File: src/rtl/csla_64bit.sv
// 64-bit carry-select adder: 16 four-bit blocks built from full-adder ripple chains,
// with a single output register stage holding {cout, sum}.
module csla_64bit (
    input  logic        clk,
    input  logic        rst_n,
    input  logic [63:0] a,
    input  logic [63:0] b,
    input  logic        cin,
    output logic [63:0] sum,
    output logic        cout
);

    // 4-bit ripple adder from full-adder cells; returns {carry_out, sum[3:0]}
    function automatic logic [4:0] rca4(input logic [3:0] x, input logic [3:0] y,
                                        input logic c);
        logic [4:0] cc;
        logic [3:0] s;
        cc[0] = c;
        for (int i = 0; i < 4; i++) begin
            s[i]    = x[i] ^ y[i] ^ cc[i];
            cc[i+1] = (x[i] & y[i]) | (x[i] & cc[i]) | (y[i] & cc[i]);
        end
        return {cc[4], s};
    endfunction

    // Stage p0: combinational carry-select core
    logic [16:0] blk_c;
    logic [63:0] sum_p0;

    assign blk_c[0] = cin;
    assign {blk_c[1], sum_p0[3:0]} = rca4(a[3:0], b[3:0], cin);

    for (genvar k = 1; k < 16; k++) begin : g_blk
        logic [4:0] r0;
        logic [4:0] r1;
        assign r0 = rca4(a[4*k +: 4], b[4*k +: 4], 1'b0);
        assign r1 = rca4(a[4*k +: 4], b[4*k +: 4], 1'b1);
        assign {blk_c[k+1], sum_p0[4*k +: 4]} = blk_c[k] ? r1 : r0;
    end

    // Stage p1: output register
    logic [63:0] sum_p1;
    logic        cout_p1;

    always_ff @(posedge clk or negedge rst_n) begin
        if (!rst_n) begin
            sum_p1  <= 64'h0;
            cout_p1 <= 1'b0;
        end else begin
            sum_p1  <= sum_p0;
            cout_p1 <= blk_c[16];
        end
    end

    assign sum  = sum_p1;
    assign cout = cout_p1;

endmodule

File: config.mk
export PLATFORM = sky130hd
export DESIGN_NAME = csla_64bit
export DESIGN_NICKNAME = d
export VERILOG_FILES = /design/src/rtl/csla_64bit.sv
export SDC_FILE = /design/constraint.sdc
export NUM_CORES = 1
export LEC_CHECK = 0
export ABC_AREA = 1
export CORE_MARGIN = 2
export CORE_UTILIZATION = 40
export CTS_CLUSTER_DIAMETER = 40
export DETAILED_ROUTE_END_ITERATION = 7
export MAX_ROUTING_LAYER = met4
export PLACE_DENSITY_LB_ADDON = 0.08
export SETUP_SLACK_MARGIN = 0.4
export SLEW_MARGIN = 5
export SYNTH_ARGS = -nofsm -noshare
export SYNTH_HDL_FRONTEND = slang
export SYNTH_SLANG_ARGS = --single-unit
File: constraint.sdc
create_clock -name clk -period 0.8 [get_ports clk]
set_input_delay 0.08 -clock clk [delete_from_list [all_inputs] [get_ports clk]]
set_output_delay 0.08 -clock clk [all_outputs]
set_load 0.005 [all_outputs]
; ---- Word level (Yosys, flattened, before mapping)
; Cells that the tools add are included.
[classes]
bitwise_logic = 643
muxes = 15
[ops]
columns = cell, n
row1 = 1-bit bitwise AND, 252
row2 = 1-bit OR, 218
row3 = 1-bit XOR, 158
row4 = 5-bit 2-to-1 mux, 15
row5 = 1-bit NOT, 15
[totals]
inputBits = 131
reg_bits = 65

; ---- Logic depth before layout (Yosys ltp)
; Gate-level depths: netlist (run 1).
[depth]
depth_word = 27
mapped_depth = 33
mapped_depth_nobuf = 33

; ---- Least setup slack after synthesis (run 1)
; No wires, ideal clock.
[synth_timing]
path_kind = input -> register
from = input port a[0]
to = register sum_p1[62], in the netlist sum[62]
path_stages = 32
path_slack_ns = -3.208
arrival_time_ns = 3.891
setup_time_ns = 0.117
required_ns = 0.683
path_cell_list = inv_1 fa_1 inv_1 fa_1 fa_1 fa_1 nor2_1 nand2_1 nand3_2 nand2_4 nand2_1 nand3_4 nand2_8 nand2_2 nand3_1 nand3_2 nand2_4 nand2_4 nand3_4 nand2_4 nand2_2 nand3_2 nand2_2 nand2_4 nand3_4 nand2_4 nand2_4 nand3_4 nand2_4 nand2_1 nand3_1 nand2_1
[synth_via]
elab_chain_len = 27
elab_cells_between_ends = 31
[synth_lines]
columns = element, line
row1 = from (decl), 6  ; input logic [63:0] a,
row2 = 1-bit bitwise AND, 21  ; cc[i+1] = (x[i] & y[i]) | (x[i] & cc[i]) | (y[i] & cc[i]);
row3 = 1-bit OR * (2 in a row), 21
row4 = 1-bit bitwise AND, 21
row5 = 1-bit OR, 21
row6 = 1-bit OR *, 21
row7 = 1-bit bitwise AND, 21
row8 = 1-bit OR, 21
row9 = 1-bit OR *, 21
row10 = 1-bit bitwise AND, 21
row11 = 1-bit OR, 21
row12 = 1-bit OR *, 21
row13 = 5-bit 2-to-1 mux * (15 in a row), 38  ; assign {blk_c[k+1], sum_p0[4*k +: 4]} = blk_c[k] ? r1 : r0;
row14 = via sum_p0[62], 28  ; logic [63:0] sum_p0;
row15 = to (signal assigned), 50  ; sum_p1 <= sum_p0;
row16 = to (decl), 42  ; logic [63:0] sum_p1;
; Mark *: on every way through the listed nets, which the timed path passes. The rest lies on a longest branch.

; ---- Worst setup path in the final report (run 1)
; Same ends and word-level chain as after synthesis.

==> results of run 1 <==
==> worst max path at each step <==
stage / end / slack [ps] / depth (start not counted)
3_5_place_dp: sum[63]$_DFF_PN0_ / -3890 / 29
2_1_floorplan: sum[62]$_DFF_PN0_ / -3040 / 32
6_report: sum[62]$_DFF_PN0_ / -3040 / 31
5_1_grt: sum[62]$_DFF_PN0_ / -3320 / 29
4_1_cts: sum[62]$_DFF_PN0_ / -3070 / 29
3_3_place_gp: sum[62]$_DFF_PN0_ / -3770 / 29
==> cells in the final DEF (no fill, tap or decap), drive strengths merged <==
master,n
o21ai,46
ha,75
mux2i,10
nand3b,8
xnor2,22
buf,154
a21oi,48
o211ai,1
dlygate4sd2,2
clkinv,4
xor2,35
fa,4
nand3,52
or2,4
clkdlybuf4s50,124
dfrtp,65
a31oi,1
nand4,1
nand2,97
clkbuf,13
inv,134
nor2,72
==> power by group through the flow <==
stage	Clock [uW]	Sequential, uW	Combinational [uW]
floorplan	0	4880	3600
global placement	0	4760	7900
detailed placement	0	4790	8060
CTS	3810	4720	7480
global route	4000	4790	9000
finish	3740	4690	8190
==> metal layers <==
metal  part of all wire  vias up  wire, um  track usage
met4              0.020        0       310       0.0761
met2               0.52      151      7810        0.356
met1               0.40     2533      6040        0.234
met5                  0        -         0            -
met3              0.066       20      1000       0.0548
li1                   -     2730         -            -
==> timing repair <==
action,in CTS,in global routing
endpoints found under the setup margin,130,130
setup buffers,10,13
gates resized for setup,319,70
endpoints found under the hold margin,65,65
pin swaps,36,48
==> cell families after synthesis <==
logic type,after synthesis
buffers and inverters,135
flip-flops,65
AND/OR/NAND/NOR,234
XOR/XNOR,57
multiplexers,10
AO/OA/AOI/OAI,96
adder cells (fa/ha/maj),79
==> worst max-delay path, delay by kind of cell <==
kind	cells	cell delay (ps)
simple gates	24	2520
fa+ha+maj	4	1280
buf+inv	3	190
==> registers in the layout (all words and copies together), names as in the netlist <==
signal,cells
sum,64
cout,1
==> final cells by class <==
type	instances	area (um^2)
fill	1165	4860
sequential	65	1630
inverter	135	527
timing repair buffer	280	2390
clock inverter	3	15.0
clock buffer	13	260
multi-input combinational	476	3820
tap	180	225
==> stage by stage <==
stage | instance area [um^2] | worst slack [ps] | instances | TNS [ps]
after CTS | 8510 | -3070 | 1139 | -145200
after global placement | 8350 | -3770 | 1113 | -191220
after global routing | 8860 | -3320 | 1152 | -155740
after detailed placement | 8350 | -3890 | 1113 | -196390
final | 8860 | -3040 | 1152 | -142740
after floorplan | 5680 | -3040 | 676 | -136010
==> results.cfg, run 1 <==
[pwr]
p_int_uw = 10800
pwr-share-comb = 0.493
p_leak_uw = 0.00447
irDropWorstVdd_uv = 951
swShare = 0.348
powerDensity_nw_per_um2 = 1880
clkPwrFrac = 0.225
total_power_uw = 16600
seqPwrFrac = 0.282
p_sw_uw = 5780

[worst_setup_path]
path_class = in2reg
crit_path_end_kind = register
critical_path.startpoint = a[0]
worstPathMaxFanout = 7
cp_common_cell = nand2_4
max_stage_delay_ps = 410
cp.required_ps = 1030
arrival_ps = 4070
cp_slowest_cell = fa_2
start_kind = primary input

[global_route]
first_global_vias = 5408
grt_max_degree = 31
antenna_found_initial = 0
track_usage = 0.208
overflow = 0
grt_pass1_wl_mm = 23.7

[floorplan]
num_rows = 43
pin_count = 196
coreArea_um2 = 13700
dieHeight_um = 122
die_x_um = 122
dieArea_um2 = 14800
initial_utilization = 0.404

[placement]
place_congestion = 0.875
hpwlAfterDp_mm = 11.9
port_buffers = 195

[timing]
worstMarginPinSlew_ps = 462
period_minus_slack_ps = 3840
fmax_mhz = 260
timing.hold.ws_ps = -386
hold_viol_final = 65
fin_crit_sh = 4.80
slew_viol_final = 0
setup_viol = 129
rsz0062_at_grt = true
max-slew-margin-rel = 0.689
fin_ws_ps = -3040

[clock_network]
clockRootBuffer = clkbuf_16
cts_tree = built
clock_sinks = 65
h-tree-depth = 3
clock_path_buffers = 2
clk_transition_reported_paths_ps = 50
cts_made_buffers = 9

[synth]
synthesis.nets = 886
syn_inst = 676
synth_largest_area_cell = dfrtp_1
synthAdderAreaFrac = 0.184
yosysTopAreaCellShare = 0.293
synthSimpleGateAreaFrac = 0.236
synth.area.mux_share = 0.0180
synth_edf_count = 0
synth_most_common_cell = inv_1
syn_avg_cell_area_um2 = 8.20
ys_seq_area_frac = 0.293
async_flop_share = 1.00
synth_common_cells = inv_1 (131), nand2_1 (77), ha_1 (75), nor2_1 (71), dfrtp_1 (65)
synth_area_leaders = dfrtp_1 (29%), ha_1 (17%), inv_1 (8.9%), xor2_1 (5.5%), nand2_1 (5.2%)
synth_ff_type = dfrtp_1
syn_area_um2 = 5550
synthDistinctLibCells = 30
synth_top_family_by_area = simple AND/OR/NAND/NOR gates
synth_xor_area_frac = 0.0900
synth-compound-area-share = 0.0880
synth_seq_cells = 65
yosys_warnings = 0

[detailed_routing]
drc = 0
drt-initial-drc-count = 173
viasPerCell = 4.72
wl_mm = 15.2
wl_per_cell_um = 13.2
vias = 5434
antenna_left = 0
dr.pass1.iters = 5

[min_path]
hold_class = in2async

[finish]
utilization = 0.646
antenna_cells = 0
area_delta_synth_final_pct = 59.7
num-nets-final = 1177
drive_above_1_share = 0.305

[flow_run]
drv_cap = 0

[outcome]
outcome = finished, violations left
violations = negative hold slack, negative setup slack
Power figures use the tool's default switching activity.
==> inputs of run 2 (changes only) <==
- CORE_UTILIZATION: 40 -> 30
- clock period: 0.8 -> 4.3 ns (I/O delays scaled with it)
==> run 2 against run 1 <==
Against the previous run:
- the run now ends clean
- setup slack improved by 3100 ps
- worst hold slack improved by 600 ps
- first-iteration DRC count decreased by 22%
- total power decreased by 80%
- critical path depth unchanged
- via count decreased by 5.8%
- flip-flop and latch count unchanged
- sequential power decreased by 81%
- count of clock-buffer cells in the layout decreased by 4
- largest power group unchanged
==> results.cfg, run 2 (same netlist as run 1, synthesis figures left out) <==
[worst_setup_path]
path_class = in2reg
cp_common_cell = nand2_4
max_stage_delay_ps = 400
worstPathMaxFanout = 6
cp.required_ps = 4580
start_kind = primary input
crit_path_end_kind = register
critPathTopFamily = simple AND/OR/NAND/NOR gates
critical_path.startpoint = a[0]
arrival_ps = 4490
critPathBufInv = 4
cp_slowest_cell = fa_2

[finish]
largest_reg_flops = 64
antenna_cells = 0
final_common_cell = clkdlybuf4s50_1
area_delta_synth_final_pct = 55.8
instances_no_fill = 1146
finalInstanceArea_um2 = 8640
utilization = 0.479
num-nets-final = 1122
final_cell_mix = clkdlybuf4s50_1 (189), inv_1 (127), ha_1 (75)
drive_above_1_share = 0.146

[detailed_routing]
wl_met2_mm = 7.53
drc = 0
drt-initial-drc-count = 135
wl_mm = 15.2
wl_per_cell_um = 13.3
wl_met1_mm = 6.60
vias = 5117
wl_met3_um = 919
highest_layer = met4
viasPerCell = 4.47
dr.pass1.iters = 4
antenna_left = 0

[outcome]
outcome = finished clean

[pwr]
p_leak_uw = 0.00416
irDropWorstVdd_uv = 217
clkPwrFrac = 0.263
powerDensity_nw_per_um2 = 382
p_int_uw = 2240
swShare = 0.320
pwr-share-comb = 0.472
p_sw_uw = 1060
seqPwrFrac = 0.265

[clock_network]
clock_sinks = 65
clockRootBuffer = clkbuf_16
cts_tree = built
h-tree-depth = 3
clk_transition_reported_paths_ps = 60
clock_path_buffers = 2
cts_made_buffers = 9

[timing]
hold_viol_final = 0
max-slew-margin-rel = 0.382
worstMarginPinSlew_ps = 928
fin_crit_sh = 0.980
setup_viol = 0
period_minus_slack_ps = 4210
rsz0062_at_grt = true
slew_viol_final = 0
fmax_mhz = 237

[placement]
port_buffers = 195
dpl_cell_area_um2 = 8020
place_congestion = 0.833
place_inst = 1114
hpwlAfterDp_mm = 12.3

[floorplan]
dieArea_um2 = 19600
num_rows = 49
coreArea_um2 = 18000
initial_utilization = 0.308
die_x_um = 140
pin_count = 196
dieHeight_um = 140

[flow_run]
drv_cap = 0

[global_route]
grt_max_degree = 66
track_usage = 0.164
grt_pass1_wl_mm = 25.2
first_global_vias = 5406
antenna_found_initial = 0
overflow = 0

[min_path]
hold_class = in2async
-- run 2: final cells by class --
| type | instances | area, um^2 |
|---|---|---|
| fill | 1720 | 9380 |
| tap | 229 | 287 |
| timing repair buffer | 225 | 2210 |
| clock inverter | 7 | 119 |
| clock buffer | 9 | 225 |
| sequential | 65 | 1630 |
| inverter | 135 | 524 |
| multi-input combinational | 476 | 3650 |
-- run 2: per-stage QoR --
| stage | power, uW | setup slack [ps] | hold WS, ps | TNS (ps) |
|---|---|---|---|---|
| 2_1_floorplan | 1570 | 105 | 134 | 0 |
| 3_3_place_gp | 2320 | -598 | 652 | -10190 |
| 3_5_place_dp | 2340 | -743 | 642 | -14520 |
| 4_1_cts | 3320 | 63.9 | 275 | 0 |
| 5_1_grt | 3520 | -142 | 312 | -847 |
| 6_report | 3300 | 86.2 | 209 | 0 |
-- run 2: power by group through the flow --
stage          clock network [uW]  logic (uW)  registers, uW
2_1_floorplan                   0         662            908
3_3_place_gp                    0        1430            888
3_5_place_dp                    0        1450            889
4_1_cts                       893        1550            881
5_1_grt                       918        1700            896
6_report                      867        1560            875
-- run 2: routing by layer --
layer,vias up,GRT usage
met5,-,-
met1,2362,0.197
met4,0,0.0437
li1,2618,-
met2,125,0.272
met3,12,0.0441
-- run 2: how the worst max path moves through the flow --
stage / depth (start not counted) / end
6_report: 31 / sum[61]$_DFF_PN0_
5_1_grt: 31 / sum[63]$_DFF_PN0_
4_1_cts: 31 / sum[62]$_DFF_PN0_
3_5_place_dp: 29 / sum[61]$_DFF_PN0_
3_3_place_gp: 29 / sum[62]$_DFF_PN0_
2_1_floorplan: 32 / sum[62]$_DFF_PN0_
-- run 2: what timing repair did --
item / in CTS / in global routing
resized for setup: 51 / 9
hold endpoints to repair: 0 / 0
setup buffers: 11 / 5
endpoints found under the setup margin: 31 / 28
pin swaps: 34 / 22
hold buffers: 0 / 0
